**src/rtl/hwpe_ctrl_vfpu_package.sv**
```systemverilog
// ---------------------------------------------------------------------------
// hwpe_ctrl_vfpu_package: shared types for the VFPU normalization scheduler. Rev 1.0
// ---------------------------------------------------------------------------
`default_nettype none

package hwpe_ctrl_vfpu_package;

    localparam int unsigned VFPU_NUM_LANES        = 4;
    localparam int unsigned FP_EXP_WIDTH          = 8;
    localparam int unsigned FP_MANT_WIDTH         = 23;
    // Pre-normalization operands carry two guard exponent bits and a full product mantissa
    localparam int unsigned FP_EXP_PRENORM_WIDTH  = FP_EXP_WIDTH + 2;
    localparam int unsigned FP_MANT_PRENORM_WIDTH = 2 * (FP_MANT_WIDTH + 1);

    typedef enum logic [3:0] {
        VFPU_OP_ADD = 4'd0,
        VFPU_OP_SUB = 4'd1,
        VFPU_OP_MUL = 4'd2,
        VFPU_OP_FMA = 4'd3,
        VFPU_OP_DIV = 4'd4
    } vfpu_op_e;

    typedef enum logic [2:0] {
        VFPU_RM_RNE = 3'd0,
        VFPU_RM_RTZ = 3'd1,
        VFPU_RM_RDN = 3'd2,
        VFPU_RM_RUP = 3'd3,
        VFPU_RM_RMM = 3'd4
    } vfpu_rm_e;

    typedef struct packed {
        vfpu_op_e op;
        vfpu_rm_e rm;
    } ctrl_vfpu_t;

    typedef struct packed {
        logic invalid;
        logic div_zero;
        logic overflow;
        logic underflow;
        logic inexact;
    } flags_vfpu_t;

    typedef enum logic [1:0] {
        IDLE  = 2'd0,
        ISSUE = 2'd1,
        WAIT  = 2'd2
    } vfpu_norm_sched_state_t;

endpackage

`default_nettype wire

```
**src/rtl/vfpu_rr_arbiter.sv**
```systemverilog
// ---------------------------------------------------------------------------
// vfpu_rr_arbiter: round-robin one-hot grant, pointer advances past the winner on enable. Rev 1.0
// ---------------------------------------------------------------------------
`default_nettype none

module vfpu_rr_arbiter #(
    parameter int unsigned NUM_REQ = 4,
    localparam int unsigned IDX_W  = (NUM_REQ > 1) ? $clog2(NUM_REQ) : 1
) (
    input  logic               clk_i,
    input  logic               rst_ni,
    input  logic               clear_i,
    input  logic [NUM_REQ-1:0] req_i,
    input  logic               en_i,
    output logic [NUM_REQ-1:0] gnt_o,
    output logic [IDX_W-1:0]   gnt_idx_o
);

    localparam logic [IDX_W-1:0] C_LAST = IDX_W'(NUM_REQ - 1);

    logic [IDX_W-1:0] ptr_q, ptr_d;
    logic [IDX_W-1:0] w_cand;
    logic             w_found;
    int unsigned      w_sum;

    always_comb begin
        gnt_o     = '0;
        gnt_idx_o = '0;
        w_found   = 1'b0;
        w_cand    = '0;
        w_sum     = 0;
        for (int unsigned i = 0; i < NUM_REQ; i++) begin
            w_sum = 32'(ptr_q) + i;
            if (w_sum >= NUM_REQ) begin
                w_sum = w_sum - NUM_REQ;
            end
            w_cand = IDX_W'(w_sum);
            if (!w_found && req_i[w_cand]) begin
                gnt_o[w_cand] = 1'b1;
                gnt_idx_o     = w_cand;
                w_found       = 1'b1;
            end
        end
    end

    assign ptr_d = (gnt_idx_o == C_LAST) ? '0 : gnt_idx_o + IDX_W'(1);

    always_ff @(posedge clk_i or negedge rst_ni) begin
        if (!rst_ni) begin
            ptr_q <= '0;
        end else if (clear_i) begin
            ptr_q <= '0;
        end else if (en_i && w_found) begin
            ptr_q <= ptr_d;
        end
    end

endmodule

`default_nettype wire

```
**src/rtl/vfpu_norm_sched.sv**
```systemverilog
// ---------------------------------------------------------------------------
// vfpu_norm_sched: shares one normalization/rounding unit among NUM_LANES lanes. Rev 1.0
// ---------------------------------------------------------------------------
`default_nettype none

module vfpu_norm_sched
    import hwpe_ctrl_vfpu_package::*;
#(
    parameter int unsigned NUM_LANES = VFPU_NUM_LANES
) (
    input  logic                                        clk_i,
    input  logic                                        rst_ni,
    input  logic                                        clear_i,
    input  ctrl_vfpu_t                                  ctrl_vfpu_i,
    input  logic [NUM_LANES-1:0]                        req_valid_i,
    output logic [NUM_LANES-1:0]                        req_ready_o,
    input  logic [NUM_LANES-1:0]                        req_sign_i,
    input  logic [NUM_LANES*FP_EXP_PRENORM_WIDTH-1:0]   req_exp_i,
    input  logic [NUM_LANES*FP_MANT_PRENORM_WIDTH-1:0]  req_mant_i,
    output logic                                        norm_sign_o,
    output logic [FP_EXP_PRENORM_WIDTH-1:0]             norm_exp_o,
    output logic [FP_MANT_PRENORM_WIDTH-1:0]            norm_mant_o,
    output logic                                        norm_start_o,
    output ctrl_vfpu_t                                  ctrl_vfpu_o,
    input  logic                                        norm_sign_i,
    input  logic [FP_EXP_WIDTH-1:0]                     norm_exp_i,
    input  logic [FP_MANT_WIDTH:0]                      norm_mant_i,
    input  flags_vfpu_t                                 norm_flags_i,
    input  logic                                        norm_done_i,
    output logic [NUM_LANES-1:0]                        res_valid_o,
    input  logic [NUM_LANES-1:0]                        res_ready_i,
    output logic [NUM_LANES-1:0]                        res_sign_o,
    output logic [NUM_LANES*FP_EXP_WIDTH-1:0]           res_exp_o,
    output logic [NUM_LANES*(FP_MANT_WIDTH+1)-1:0]      res_mant_o,
    output logic [NUM_LANES*$bits(flags_vfpu_t)-1:0]    res_flags_o,
    output flags_vfpu_t                                 flags_acc_o,
    output logic                                        busy_o
);

    localparam int unsigned IDX_W = (NUM_LANES > 1) ? $clog2(NUM_LANES) : 1;
    localparam int unsigned EPW   = FP_EXP_PRENORM_WIDTH;
    localparam int unsigned MPW   = FP_MANT_PRENORM_WIDTH;
    localparam int unsigned EW    = FP_EXP_WIDTH;
    localparam int unsigned MW    = FP_MANT_WIDTH + 1;
    localparam int unsigned FW    = $bits(flags_vfpu_t);

    vfpu_norm_sched_state_t state_q, state_d;
    logic [IDX_W-1:0]       lane_q, lane_d;
    logic                   op_sign_q, op_sign_d;
    logic [EPW-1:0]         op_exp_q, op_exp_d;
    logic [MPW-1:0]         op_mant_q, op_mant_d;
    logic [NUM_LANES-1:0]   res_valid_q, res_valid_d;
    flags_vfpu_t            flags_acc_q, flags_acc_d;

    logic                   res_sign_q  [NUM_LANES];
    logic [EW-1:0]          res_exp_q   [NUM_LANES];
    logic [MW-1:0]          res_mant_q  [NUM_LANES];
    flags_vfpu_t            res_flags_q [NUM_LANES];

    logic [EPW-1:0]         w_req_exp   [NUM_LANES];
    logic [MPW-1:0]         w_req_mant  [NUM_LANES];
    logic [NUM_LANES-1:0]   w_eligible;
    logic [NUM_LANES-1:0]   w_gnt;
    logic [IDX_W-1:0]       w_gnt_idx;
    logic                   w_grant_en;
    logic                   w_capture;
    logic                   w_start;

    for (genvar l = 0; l < NUM_LANES; l++) begin : g_lane
        assign w_req_exp[l]                 = req_exp_i[l*EPW +: EPW];
        assign w_req_mant[l]                = req_mant_i[l*MPW +: MPW];
        assign res_sign_o[l]                = res_sign_q[l];
        assign res_exp_o[l*EW +: EW]        = res_exp_q[l];
        assign res_mant_o[l*MW +: MW]       = res_mant_q[l];
        assign res_flags_o[l*FW +: FW]      = res_flags_q[l];
    end

    // A lane still holding an undrained result cannot take a new job
    assign w_eligible = req_valid_i & ~res_valid_q;

    vfpu_rr_arbiter #(
        .NUM_REQ (NUM_LANES)
    ) u_arb (
        .clk_i     (clk_i),
        .rst_ni    (rst_ni),
        .clear_i   (clear_i),
        .req_i     (w_eligible),
        .en_i      (w_grant_en),
        .gnt_o     (w_gnt),
        .gnt_idx_o (w_gnt_idx)
    );

    always_comb begin
        state_d     = state_q;
        lane_d      = lane_q;
        op_sign_d   = op_sign_q;
        op_exp_d    = op_exp_q;
        op_mant_d   = op_mant_q;
        res_valid_d = res_valid_q & ~res_ready_i;
        flags_acc_d = flags_acc_q;
        w_grant_en  = 1'b0;
        w_capture   = 1'b0;
        w_start     = 1'b0;

        case (state_q)
            IDLE: begin
                w_grant_en = rst_ni & ~clear_i;
                if (w_grant_en && (|w_gnt)) begin
                    lane_d    = w_gnt_idx;
                    op_sign_d = req_sign_i[w_gnt_idx];
                    op_exp_d  = w_req_exp[w_gnt_idx];
                    op_mant_d = w_req_mant[w_gnt_idx];
                    state_d   = ISSUE;
                end
            end
            ISSUE: begin
                w_start = 1'b1;
                if (norm_done_i) begin
                    w_capture = 1'b1;
                    state_d   = IDLE;
                end else begin
                    state_d   = WAIT;
                end
            end
            WAIT: begin
                w_start = 1'b1;
                if (norm_done_i) begin
                    w_capture = 1'b1;
                    state_d   = IDLE;
                end
            end
            default: state_d = IDLE;
        endcase

        if (w_capture) begin
            res_valid_d[lane_q] = 1'b1;
            flags_acc_d         = flags_acc_q | norm_flags_i;
        end

        if (clear_i) begin
            state_d     = IDLE;
            res_valid_d = '0;
            flags_acc_d = '0;
            w_capture   = 1'b0;
        end
    end

    always_ff @(posedge clk_i or negedge rst_ni) begin
        if (!rst_ni) begin
            state_q     <= IDLE;
            lane_q      <= '0;
            op_sign_q   <= 1'b0;
            op_exp_q    <= '0;
            op_mant_q   <= '0;
            res_valid_q <= '0;
            flags_acc_q <= '0;
        end else begin
            state_q     <= state_d;
            lane_q      <= lane_d;
            op_sign_q   <= op_sign_d;
            op_exp_q    <= op_exp_d;
            op_mant_q   <= op_mant_d;
            res_valid_q <= res_valid_d;
            flags_acc_q <= flags_acc_d;
        end
    end

    always_ff @(posedge clk_i or negedge rst_ni) begin
        if (!rst_ni) begin
            for (int l = 0; l < NUM_LANES; l++) begin
                res_sign_q[l]  <= 1'b0;
                res_exp_q[l]   <= '0;
                res_mant_q[l]  <= '0;
                res_flags_q[l] <= '0;
            end
        end else if (w_capture) begin
            for (int l = 0; l < NUM_LANES; l++) begin
                if (lane_q == IDX_W'(l)) begin
                    res_sign_q[l]  <= norm_sign_i;
                    res_exp_q[l]   <= norm_exp_i;
                    res_mant_q[l]  <= norm_mant_i;
                    res_flags_q[l] <= norm_flags_i;
                end
            end
        end
    end

    assign req_ready_o  = w_grant_en ? w_gnt : '0;
    assign norm_sign_o  = op_sign_q;
    assign norm_exp_o   = op_exp_q;
    assign norm_mant_o  = op_mant_q;
    assign norm_start_o = w_start;
    assign ctrl_vfpu_o  = ctrl_vfpu_i;
    assign res_valid_o  = res_valid_q;
    assign flags_acc_o  = flags_acc_q;
    assign busy_o       = (state_q != IDLE);

endmodule

`default_nettype wire

```
**config.mk**
```make
export PLATFORM = sky130hd
export DESIGN_NAME = vfpu_norm_sched
export DESIGN_NICKNAME = d
export VERILOG_FILES = /design/src/rtl/hwpe_ctrl_vfpu_package.sv /design/src/rtl/vfpu_rr_arbiter.sv /design/src/rtl/vfpu_norm_sched.sv
export SDC_FILE = /design/constraint.sdc
export NUM_CORES = 1
export LEC_CHECK = 0
export CAP_MARGIN = 20
export CELL_PAD_IN_SITES_DETAIL_PLACEMENT = 1
export CELL_PAD_IN_SITES_GLOBAL_PLACEMENT = 1
export CORE_MARGIN = 2
export CORE_UTILIZATION = 25
export CTS_CLUSTER_SIZE = 30
export DETAILED_ROUTE_END_ITERATION = 10
export GPL_TIMING_DRIVEN = 0
export PLACE_DENSITY = 0.68
export SLEW_MARGIN = 20
export SYNTH_ARGS = -nofsm -noshare
export SYNTH_HDL_FRONTEND = slang
export SYNTH_SLANG_ARGS = --single-unit
```
**constraint.sdc**
```tcl
create_clock -name clk_i -period 6.05 [get_ports clk_i]
set_input_delay 1.21 -clock clk_i [delete_from_list [all_inputs] [get_ports clk_i]]
set_output_delay 1.21 -clock clk_i [all_outputs]
set_load 0.005 [all_outputs]
```
==> metrics, run 1 <==
Worst-path clk slew around 0.06 ns; TritonCTS Buffers 27; initial core utilization 25.4%; Yosys reg bits ~230; Post-Place Cells roughly 1900; Crit. End Element primary output; worst-path fanout max 6; worst-case clock skew 0.0179 ns; setup bufs post-CTS 0; vias per cell roughly 4.5; layout cells sized above 1 17.0%; Final Wtd Congestion 0.785; EDFF count, synth 0; worst endpoint required time just under 5 ns; wire length per cell 21.7 um; Synth Warn # 0; Post-Syn Area roughly 0.011 sq mm; max_slew headroom 29.5%; synth-to-layout area growth 63.7%; final hold vios 0; minimum hold slack ~0.48 ns; TritonRoute pass-1 iters 4; vias in the first global route about 9600; Final #Nets ~1600; leakage power roughly 7.8 nW; sequential-to-total area share from yosys stat around half; via count ~8700; highest achievable clock rate ~200 MHz; Tot GR Track Use between 15 and 20%; Critical Path AT between 3 and 4 ns; io pins approximately 530; Mapped Cells about 800; Synth cell types 48; hpwl dp about 33 mm; antenna violations before repair 1; total of max-cap violations 0; Post-CTS Resized 0; detailed-route DRC error count 0; Sink Count between 200 and 250; Final ANT Viol Nets 0; Clock Tree Root clkbuf_16; unrepaired setup endpoints after global routing no; crit share post-route roughly 85%; CTS tree done; # hold bufs at CTS 0; Total Routed Length about 42 mm; port buffer count 517; minimum clock period 5.11 ns; total gr overflow 0; Die X about 210 um; Post-synth ARST share 100%; # rows 76; max-slew violation count 0; Die ar. about 0.046 sq mm; DR iter-0 viols approximately 160; maximum root-to-sink buffer count 3; Main synth FF type dfrtp_1; min-delay worst type reg2reg; final setup vio count 0; synthesized area per cell approximately 14 sq um; Core Box Area approximately 0.043 sq mm; H-tree depth 1; VDD IR-drop max ~0.23 mV; status finished clean; worst-margin pin slew between 1 and 1.5 ns; Non-Filler Instances between 1500 and 2000; clock latency on the worst-skew pair approximately 0.55 ns; syn_nets ~1100; critical path type in2out; startpoint types input port; height of the die about 210 um; first-pass GRT wire length about 61 mm; largest net degree at the start of global routing between 90 and 100; P per Cell Area between 400 and 500 mW/mm^2
metal layers:
layer	global-route usage, %	wire length [um]	vias to the layer above
li1	-	-	3977
met2	32.1	21200	325
met1	19.1	15600	4350
met5	0	0	-
met3	7.59	4660	46
met4	3.83	718	0
critical path: stages:
cell and delay (ns):
clkdlybuf4s50_1 0.43, nor2b_1 0.20, mux4_2 0.56, and2_0 0.19
a221o_1 0.28, a221oi_2 0.44, nor2_1 0.08, clkdlybuf4s50_1 0.51
registers in the layout (all words and copies together) (netlist names):
signal,count
res_flags_o,20
norm_sign_o,1
flags_acc_o,5
lane_q,2
norm_exp_o,10
res_mant_o,96
res_exp_o,32
state_q,2
u_arb.ptr_q,2
res_sign_o,4
norm_mant_o,48
res_valid_o,4
cell usage after synthesis (2+ instances only):
cell type  instances  area share (%)
nor3b_1            3            0.21
a21oi_1            8            0.36
nor3_1             5            0.23
a31oi_1            2            0.11
and2_0             3            0.17
buf_6              6            0.62
mux4_2             2            0.41
and2_1             2            0.11
nor2b_1            4            0.23
a221o_1            3            0.27
clkbuf_1          31             1.1
nand2_1            7            0.24
inv_1              5            0.17
buf_4              8            0.55
a221oi_2           3            0.41
ha_1              10             1.1
buf_2              6            0.27
dfrtp_1          226              52
mux2i_1          180              16
o21ai_0            3            0.14
a211oi_1           2            0.14
nand4_1            2            0.11
nand2b_1           7            0.40
a21o_1             3            0.21
mux2_2           153              16
mux2_1            59             6.1
nor2_1            19            0.65
buf_1              2           0.068
nand3_1            9            0.41
path summary, 6_finish.rpt:
kind                                                 start                     endpoint  slack, ns  cells past startpoint
max in group asynchronous                           rst_ni   norm_mant_o[2]$_DFFE_PN0P_       4.62                      2
worst min register to register   norm_exp_o[5]$_DFFE_PN0P_    norm_exp_o[5]$_DFFE_PN0P_       0.48                      1
worst max register to register  u_arb.ptr_q[1]$_DFFE_PN0P_  norm_mant_o[21]$_DFFE_PN0P_       1.83                      9
worst min-delay path             norm_exp_o[5]$_DFFE_PN0P_    norm_exp_o[5]$_DFFE_PN0P_       0.48                      1
min in group asynchronous                           rst_ni   res_mant_o[31]$_DFFE_PN0P_       0.57                      1
worst max-delay path                        req_valid_i[0]               req_ready_o[0]       0.94                      8
where the power goes:
group          internal (mW)  leakage (nW)  switching [mW]
logic                   2.37          4.43            1.62
clock network           1.19         0.495           0.678
registers               2.18          2.88           0.351
total                   5.74          7.80            2.65
stage by stage:
stage / setup WS (ns) / area (sq um) / util, % / setup TNS (ns) / power (mW)
6_report: 0.936 / 18000 / 41.6 / 0 / 8.39
5_1_grt: 0.787 / 18000 / 41.6 / 0 / 8.91
3_5_place_dp: 0.937 / 16900 / 39.2 / 0 / 6.61
3_3_place_gp: -8.33 / 16900 / 39.1 / -2033.91 / 6.54
4_1_cts: 0.929 / 18000 / 41.6 / 0 / 8.56
2_1_floorplan: 2.11 / 11000 / - / 0 / 4.34
final cells by class:
class | instances | area [sq um]
sequential | 226 | 5660
buffer | 53 | 282
clock inverter | 13 | 249
multi-input combinational | 507 | 5010
inverter | 6 | 25.0
antenna | 1 | 2.50
fill | 4605 | 25200
timing repair buffer | 519 | 5240
tap | 585 | 732
clock buffer | 36 | 769
placed cells by master (no fill, tap or decap), drive strengths merged, types with 2 or more instances in the layout:
master,instances
ha,10
nor3,5
clkbuf,67
nand4,2
nor2b,4
inv,7
a221oi,4
a21oi,9
a41oi,2
and2,5
nand2,7
nor2,19
buf,25
nor3b,3
o21ai,3
clkinvlp,2
clkdlybuf4s50,516
a221o,3
nand2b,7
bufinv,7
nand3,9
mux4,2
a21o,3
mux2,212
a31oi,2
mux2i,180
a211oi,2
clkinv,3
dfrtp,226
cell families after synthesis:
logic type | count (synthesis) | share of synthesized area (%)
flip-flops | 226 | 51.5
adder cells (fa/ha/maj) | 10 | 1.14
buffers and inverters | 59 | 2.79
AO/OA/AOI/OAI | 36 | 2.78
XOR/XNOR | 1 | 0.0798
multiplexers | 394 | 38.6
AND/OR/NAND/NOR | 66 | 3.08
Note: power is estimated with default switching activity, not from simulation.
==> run 2: changes to the inputs <==
--- a/config.mk
+++ b/config.mk
@@ -13,7 +13,7 @@
 export CTS_CLUSTER_SIZE = 30
 export DETAILED_ROUTE_END_ITERATION = 10
 export GPL_TIMING_DRIVEN = 0
-export PLACE_DENSITY = 0.68
+export PLACE_DENSITY = 0.71
 export SLEW_MARGIN = 20
 export SYNTH_ARGS = -nofsm -noshare
 export SYNTH_HDL_FRONTEND = slang
==> constraint.sdc (replaced) <==
create_clock -name clk_i -period 4.4 [get_ports clk_i]
set_input_delay 0.88 -clock clk_i [delete_from_list [all_inputs] [get_ports clk_i]]
set_output_delay 0.88 -clock clk_i [all_outputs]
set_load 0.005 [all_outputs]
==> run 2 against run 1 <==
  * Cell count increased by 0.10%
  * Highest routed layer is now met5
  * Setup slack got worse by 0.83 ns
  * Non-clock buffer count increased by 3
  * Global-route usage increased by 0.31 points
  * Critical endpoint is now req_ready_o[3]
  * Combinational power increased by 40%
  * Die area unchanged
  * Total power increased by 35%
==> metrics, run 2 (same netlist as run 1, synthesis figures left out) <==
Final TNS setup 0 ns; wire length per cell 21.8 um; family with the most delay on the worst path buffers and inverters; Crit. End Element primary output; Sink Count between 200 and 250; VDD IR-drop max ~0.33 mV; H-tree depth 1; port buffer count 517; Post-DP Area roughly 0.017 sq mm; setup slack at placement -0.0727 ns; max-slew violation count 0; Final Wtd Congestion a little over 0.8; minimum clock period approximately 4.3 ns; # rows 76; R2R depth 9; most frequent cells in the layout clkdlybuf4s50_1, dfrtp_1, mux2i_1; cell mode on critical path clkdlybuf4s50_1; max_slew headroom a little over a third; Core Box Area 0.0432 sq mm; Register Area ~0.0057 sq mm; Tot GR Track Use between 10% and 20%; post-route cell area 0.0179 sq mm; Total Routed Length 42.5 mm; worst-path fanout max 8; CP Buf/Inv Count 3; P per Cell Area 632 mW/mm^2; via count roughly 9000; first-pass GRT wire length about 62 mm; minimum hold slack between 0.2 and 0.25 ns; clock latency on the worst-skew pair ~0.55 ns; worst endpoint required time 3.52 ns; Final ANT Viol Nets 0; maximum root-to-sink buffer count 3; unrepaired setup endpoints after global routing no; height of the die approximately 210 um; Worst-path clk slew roughly 0.060 ns; max incr delay on CP just under 0.6 ns; Worst path depth 8; DR iter-0 viols roughly 190; largest net degree at the start of global routing 96; status finished clean; total of max-cap violations 0; area occupied by multi-input gates slightly above 0.005 sq mm; worst-margin pin slew roughly 0.97 ns; worst-case clock skew approximately 0.0071 ns; critical path launch point req_valid_i[1]; worst flop-to-flop path startpoint u_arb.ptr_q[1]$_DFFE_PN0P_; detailed-route DRC error count 0; Clock Tree Root clkbuf_16; total gr overflow 0; Setup WS post-layout roughly 0.11 ns; critical path type in2out; layout cells sized above 1 17.3%; vias in the first global route around 10000; Die X roughly 210 um; CTS tree done; synth-to-layout area growth 63.2%; crit share post-route a little over nine tenths; min-delay worst type in2async; vias per cell 4.50; TritonRoute pass-1 iters 4; highest achievable clock rate between 200 and 250 MHz; antenna violations before repair 4; io pins between 500 and 600; final hold vios 0; Final #Nets approximately 1600; crit path cell chain clkdlybuf4s50_1, nand2b_1, clkbuf_1, mux4_2, o311a_1, a221oi_4, nor2_1, clkdlybuf4s50_1; Critical Path AT approximately 3.4 ns; initial core utilization between 20% and 30%; startpoint types input port; Die ar. between 0.04 and 0.05 sq mm; max reg flops 96; TritonCTS Buffers 27; # hold bufs at CTS 0; fillcell total roughly 4600; final setup vio count 0; Critical-path top delay cell mux4_2; hpwl dp about 33 mm; leading cell type in the layout, fill and taps excluded clkdlybuf4s50_1; leakage power ~7.8 nW
## run 2: cell count changes in the layout (fill, tap and decap cells not counted), sizes merged
| cell | previous run | this run |
|---|---|---|
| clkdlybuf4s50 | 516 | 515 |
| clkbuf | 67 | 66 |
| buf | 25 | 28 |
| dlymetal6s2s | 0 | 1 |
| clkinv | 3 | 7 |
| inv | 7 | 8 |
| bufinv | 7 | 2 |
## run 2: metal layers
| layer | share of wire, % | vias to the layer above | track usage [%] |
|---|---|---|---|
| met5 | 0.099 | - | 0 |
| met1 | 37 | 4369 | 19.4 |
| li1 | - | 3997 | - |
| met4 | 2.3 | 6 | 4.36 |
| met2 | 50 | 335 | 32.6 |
| met3 | 11 | 52 | 7.44 |
## run 2: repair_timing
action	in CTS	in global routing
pin swaps	0	2
setup buffers	0	3
setup endpoints to repair	4	4
gates resized for setup	0	10
## run 2: worst reg2reg max path: stages, from the launching register on
cell and delay [ns]:
dfrtp_2 0.48, clkinvlp_4 0.24, ha_2 0.49, o21ai_0 0.12, a31oi_1 0.43, clkbuf_1 0.51, clkbuf_1 0.71, mux2i_1 0.38
mux2i_1 0.12, mux2_1 0.30
## run 2: cell type report
class	count	share of cell area (%)
Clock buffer	35	4.17
Antenna cell	1	0.0140
Tap cell	585	4.09
Sequential cell	226	31.6
Buffer	53	1.57
Clock inverter	13	0.720
Timing Repair Buffer	522	29.4
Inverter	6	0.161
Multi-Input combinational cell	507	28.3
## run 2: final timing paths
path,to,slack (ns)
max,req_ready_o[3],0.11
max reg2reg,norm_mant_o[20]$_DFFE_PN0P_,0.51
min in group clk_i,norm_exp_o[2]$_DFFE_PN0P_,0.48
min reg2reg,norm_exp_o[2]$_DFFE_PN0P_,0.48
max in group asynchronous,norm_mant_o[7]$_DFFE_PN0P_,3.30
min,res_mant_o[77]$_DFFE_PN0P_,0.24
## run 2: metrics by stage
step / instances / total power, mW / utilization, %
2_1_floorplan: 792 / 5.97 / -
3_3_place_gp: 1894 / 8.98 / 39.1
3_5_place_dp: 1896 / 9.11 / 39.2
4_1_cts: 1944 / 11.4 / 41.3
5_1_grt: 1948 / 12.0 / 41.5
6_report: 1948 / 11.3 / 41.5
## run 2: where the power goes
group,switching [mW],internal (mW)
combinational,2.29,3.30
clock,0.917,1.31
sequential,0.489,3.00
==> run 3: changes to the inputs <==
--- a/config.mk
+++ b/config.mk
@@ -8,7 +8,6 @@
 export CAP_MARGIN = 20
 export CELL_PAD_IN_SITES_DETAIL_PLACEMENT = 1
 export CELL_PAD_IN_SITES_GLOBAL_PLACEMENT = 1
-export CORE_MARGIN = 2
 export CORE_UTILIZATION = 25
 export CTS_CLUSTER_SIZE = 30
 export DETAILED_ROUTE_END_ITERATION = 10
==> run 3 against run 2 <==
  * Register-to-register slack better by 0.02 ns
  * Via count is 0.23% lower
  * Clock power is 7% higher
  * Design area is 0.61% higher
  * Core utilization is 0.25 points higher
  * Global-route usage is 0.34 points higher
  * Maximum frequency is 1.3% lower
  * Total power is 1.4% higher
  * Die area is 1.9% lower
  * Sequential share of layout area is 0.19 points lower
  * Routed wire length is 0.69% lower
  * Cell count is 0.10% higher
  * Critical endpoint is now req_ready_o[0]
  * Highest routed layer is now met4
==> metrics, run 3 (same netlist as run 1, synthesis figures left out) <==
status finished clean; Final ANT Viol Nets 0; synth-to-layout area growth 64.2%; combinational power share roughly 49%; Core Box Area ~0.043 sq mm; wire length per cell between 20 and 25 um; max reg flops 96; TritonCTS Buffers 28; DR iter-0 viols 199; worst endpoint required time roughly 3.5 ns; # hold bufs at CTS 0; Crit. End Element primary output; hpwl dp 32.6 mm; cell mode on critical path clkdlybuf4s50_1; layout cells sized above 1 17.3%; initial core utilization 25.4%; fillcell total 4605; height of the die approximately 210 um; worst-margin pin slew ~1.0 ns; Worst-path clk slew around 0.05 ns; final hold vios 0; detailed-route DRC error count 0; max-slew violation count 0; min-delay worst type in2async; P per Cell Area about 640 mW/mm^2; final core utilization 41.7%; minimum clock period approximately 4.4 ns; Sw Pwr roughly 3.7 mW; max_slew headroom 30.3%; maximum root-to-sink buffer count 3; VDD IR-drop max 0.374 mV; leading cell type in the layout, fill and taps excluded clkdlybuf4s50_1; Critical Path AT roughly 3.5 ns; CTS tree done; # rows 76; Tot GR Track Use a little under a fifth; startpoint types input port; total of max-cap violations 0; family with the most delay on the worst path buffers and inverters; antenna violations before repair 1; crit share post-route between 90% and 100%; Die ar. 0.0447 sq mm; port buffer count slightly above 500; crit path cell chain clkdlybuf4s50_1, nor2b_1, mux4_2, and2_0, a221o_1, a221oi_4, nor2_1, clkdlybuf4s50_1; Clock Tree Root clkbuf_16; critical path type in2out; Total Routed Length 42.2 mm; max incr delay on CP between 0.5 and 0.6 ns; CP Buf/Inv Count 2; highest achievable clock rate roughly 230 MHz; Sink Count 226; largest net degree at the start of global routing 76; unrepaired setup endpoints after global routing yes; minimum hold slack between 0.2 and 0.3 ns; Final Wtd Congestion around 0.76; most frequent cells in the layout clkdlybuf4s50_1, dfrtp_1, mux2i_1; final setup vio count 0; io pins ~530; Final #Nets 1647; H-tree depth 1; clock latency on the worst-skew pair ~0.56 ns; vias in the first global route about 10000; sequential group share of total power between 30 and 40%; clock power share between 20% and 30%; Critical-path top delay cell mux4_2; switching part of the total power 32.2%; TritonRoute pass-1 iters 4; first-pass GRT wire length about 62 mm; vias per cell around 4.5; internal power 7.77 mW; worst-path fanout max 6; Die X around 210 um; via count 8739; worst-case clock skew 0.0152 ns; leakage power 7.81 nW; total gr overflow 0
[run 3: area by class of cell]
type                    count  area, sq um  share of cell area, %
clock buffers              42          823                   4.57
multi-input cells         507         5080                   28.2
repair buffers            522         5280                   29.3
inverters                   6         25.0                  0.139
diodes                      1         2.50                 0.0139
plain buffers              53          282                   1.56
well taps                 585          732                   4.06
clock inverters             8          131                  0.729
flip-flops and latches    226         5660                   31.4
[run 3: metal layers]
metal | track usage [%] | vias up | wire length [um]
li1 | - | 3986 | -
met1 | 20.1 | 4364 | 15900
met2 | 32.7 | 343 | 21000
met3 | 7.14 | 46 | 4290
met4 | 4.95 | 0 | 917
met5 | 0 | - | 0
[run 3: per-stage QoR]
step	setup TNS [ns]	cells	setup slack (ns)	power [mW]	instance area, sq um
floorplan	0	792	1.12	5.97	11000
global placement	-2397.76	1894	-9.39	8.97	16900
detailed placement	-3.51	1897	-0.288	9.10	17000
CTS	-0.243	1947	-0.0883	11.6	17900
global route	-0.0394	1949	-0.0314	12.2	18000
finish	0	1950	0.0496	11.5	18000
[run 3: power groups by stage]
stage,clock network (mW),registers [mW],logic (mW)
4_1_cts,2.47,3.51,5.61
6_report,2.38,3.49,5.59
5_1_grt,2.53,3.62,6.01
3_5_place_dp,0,3.53,5.57
2_1_floorplan,0,3.53,2.44
3_3_place_gp,0,3.48,5.49
[run 3: worst paths after layout]
kind                                                  from                     endpoint  slack (ns)  cells after the start
worst max-delay path                        req_valid_i[0]               req_ready_o[0]        0.05                      8
worst min-delay path                                rst_ni   res_mant_o[34]$_DFFE_PN0P_        0.25                      1
worst max register to register  u_arb.ptr_q[1]$_DFFE_PN0P_  norm_mant_o[17]$_DFFE_PN0P_        0.53                      9
worst min register to register     norm_sign_o$_DFFE_PN0P_      norm_sign_o$_DFFE_PN0P_        0.48                      1
max in group asynchronous                           rst_ni   norm_mant_o[2]$_DFFE_PN0P_        3.20                      3
min in group clk_i                 norm_sign_o$_DFFE_PN0P_      norm_sign_o$_DFFE_PN0P_        0.48                      1
[run 3: timing repair]
item	in CTS	in global routing
cloned	0	0
gates resized for setup	0	12
buffers inserted	0	2
pin swaps	0	1
endpoints found under the setup margin	4	7
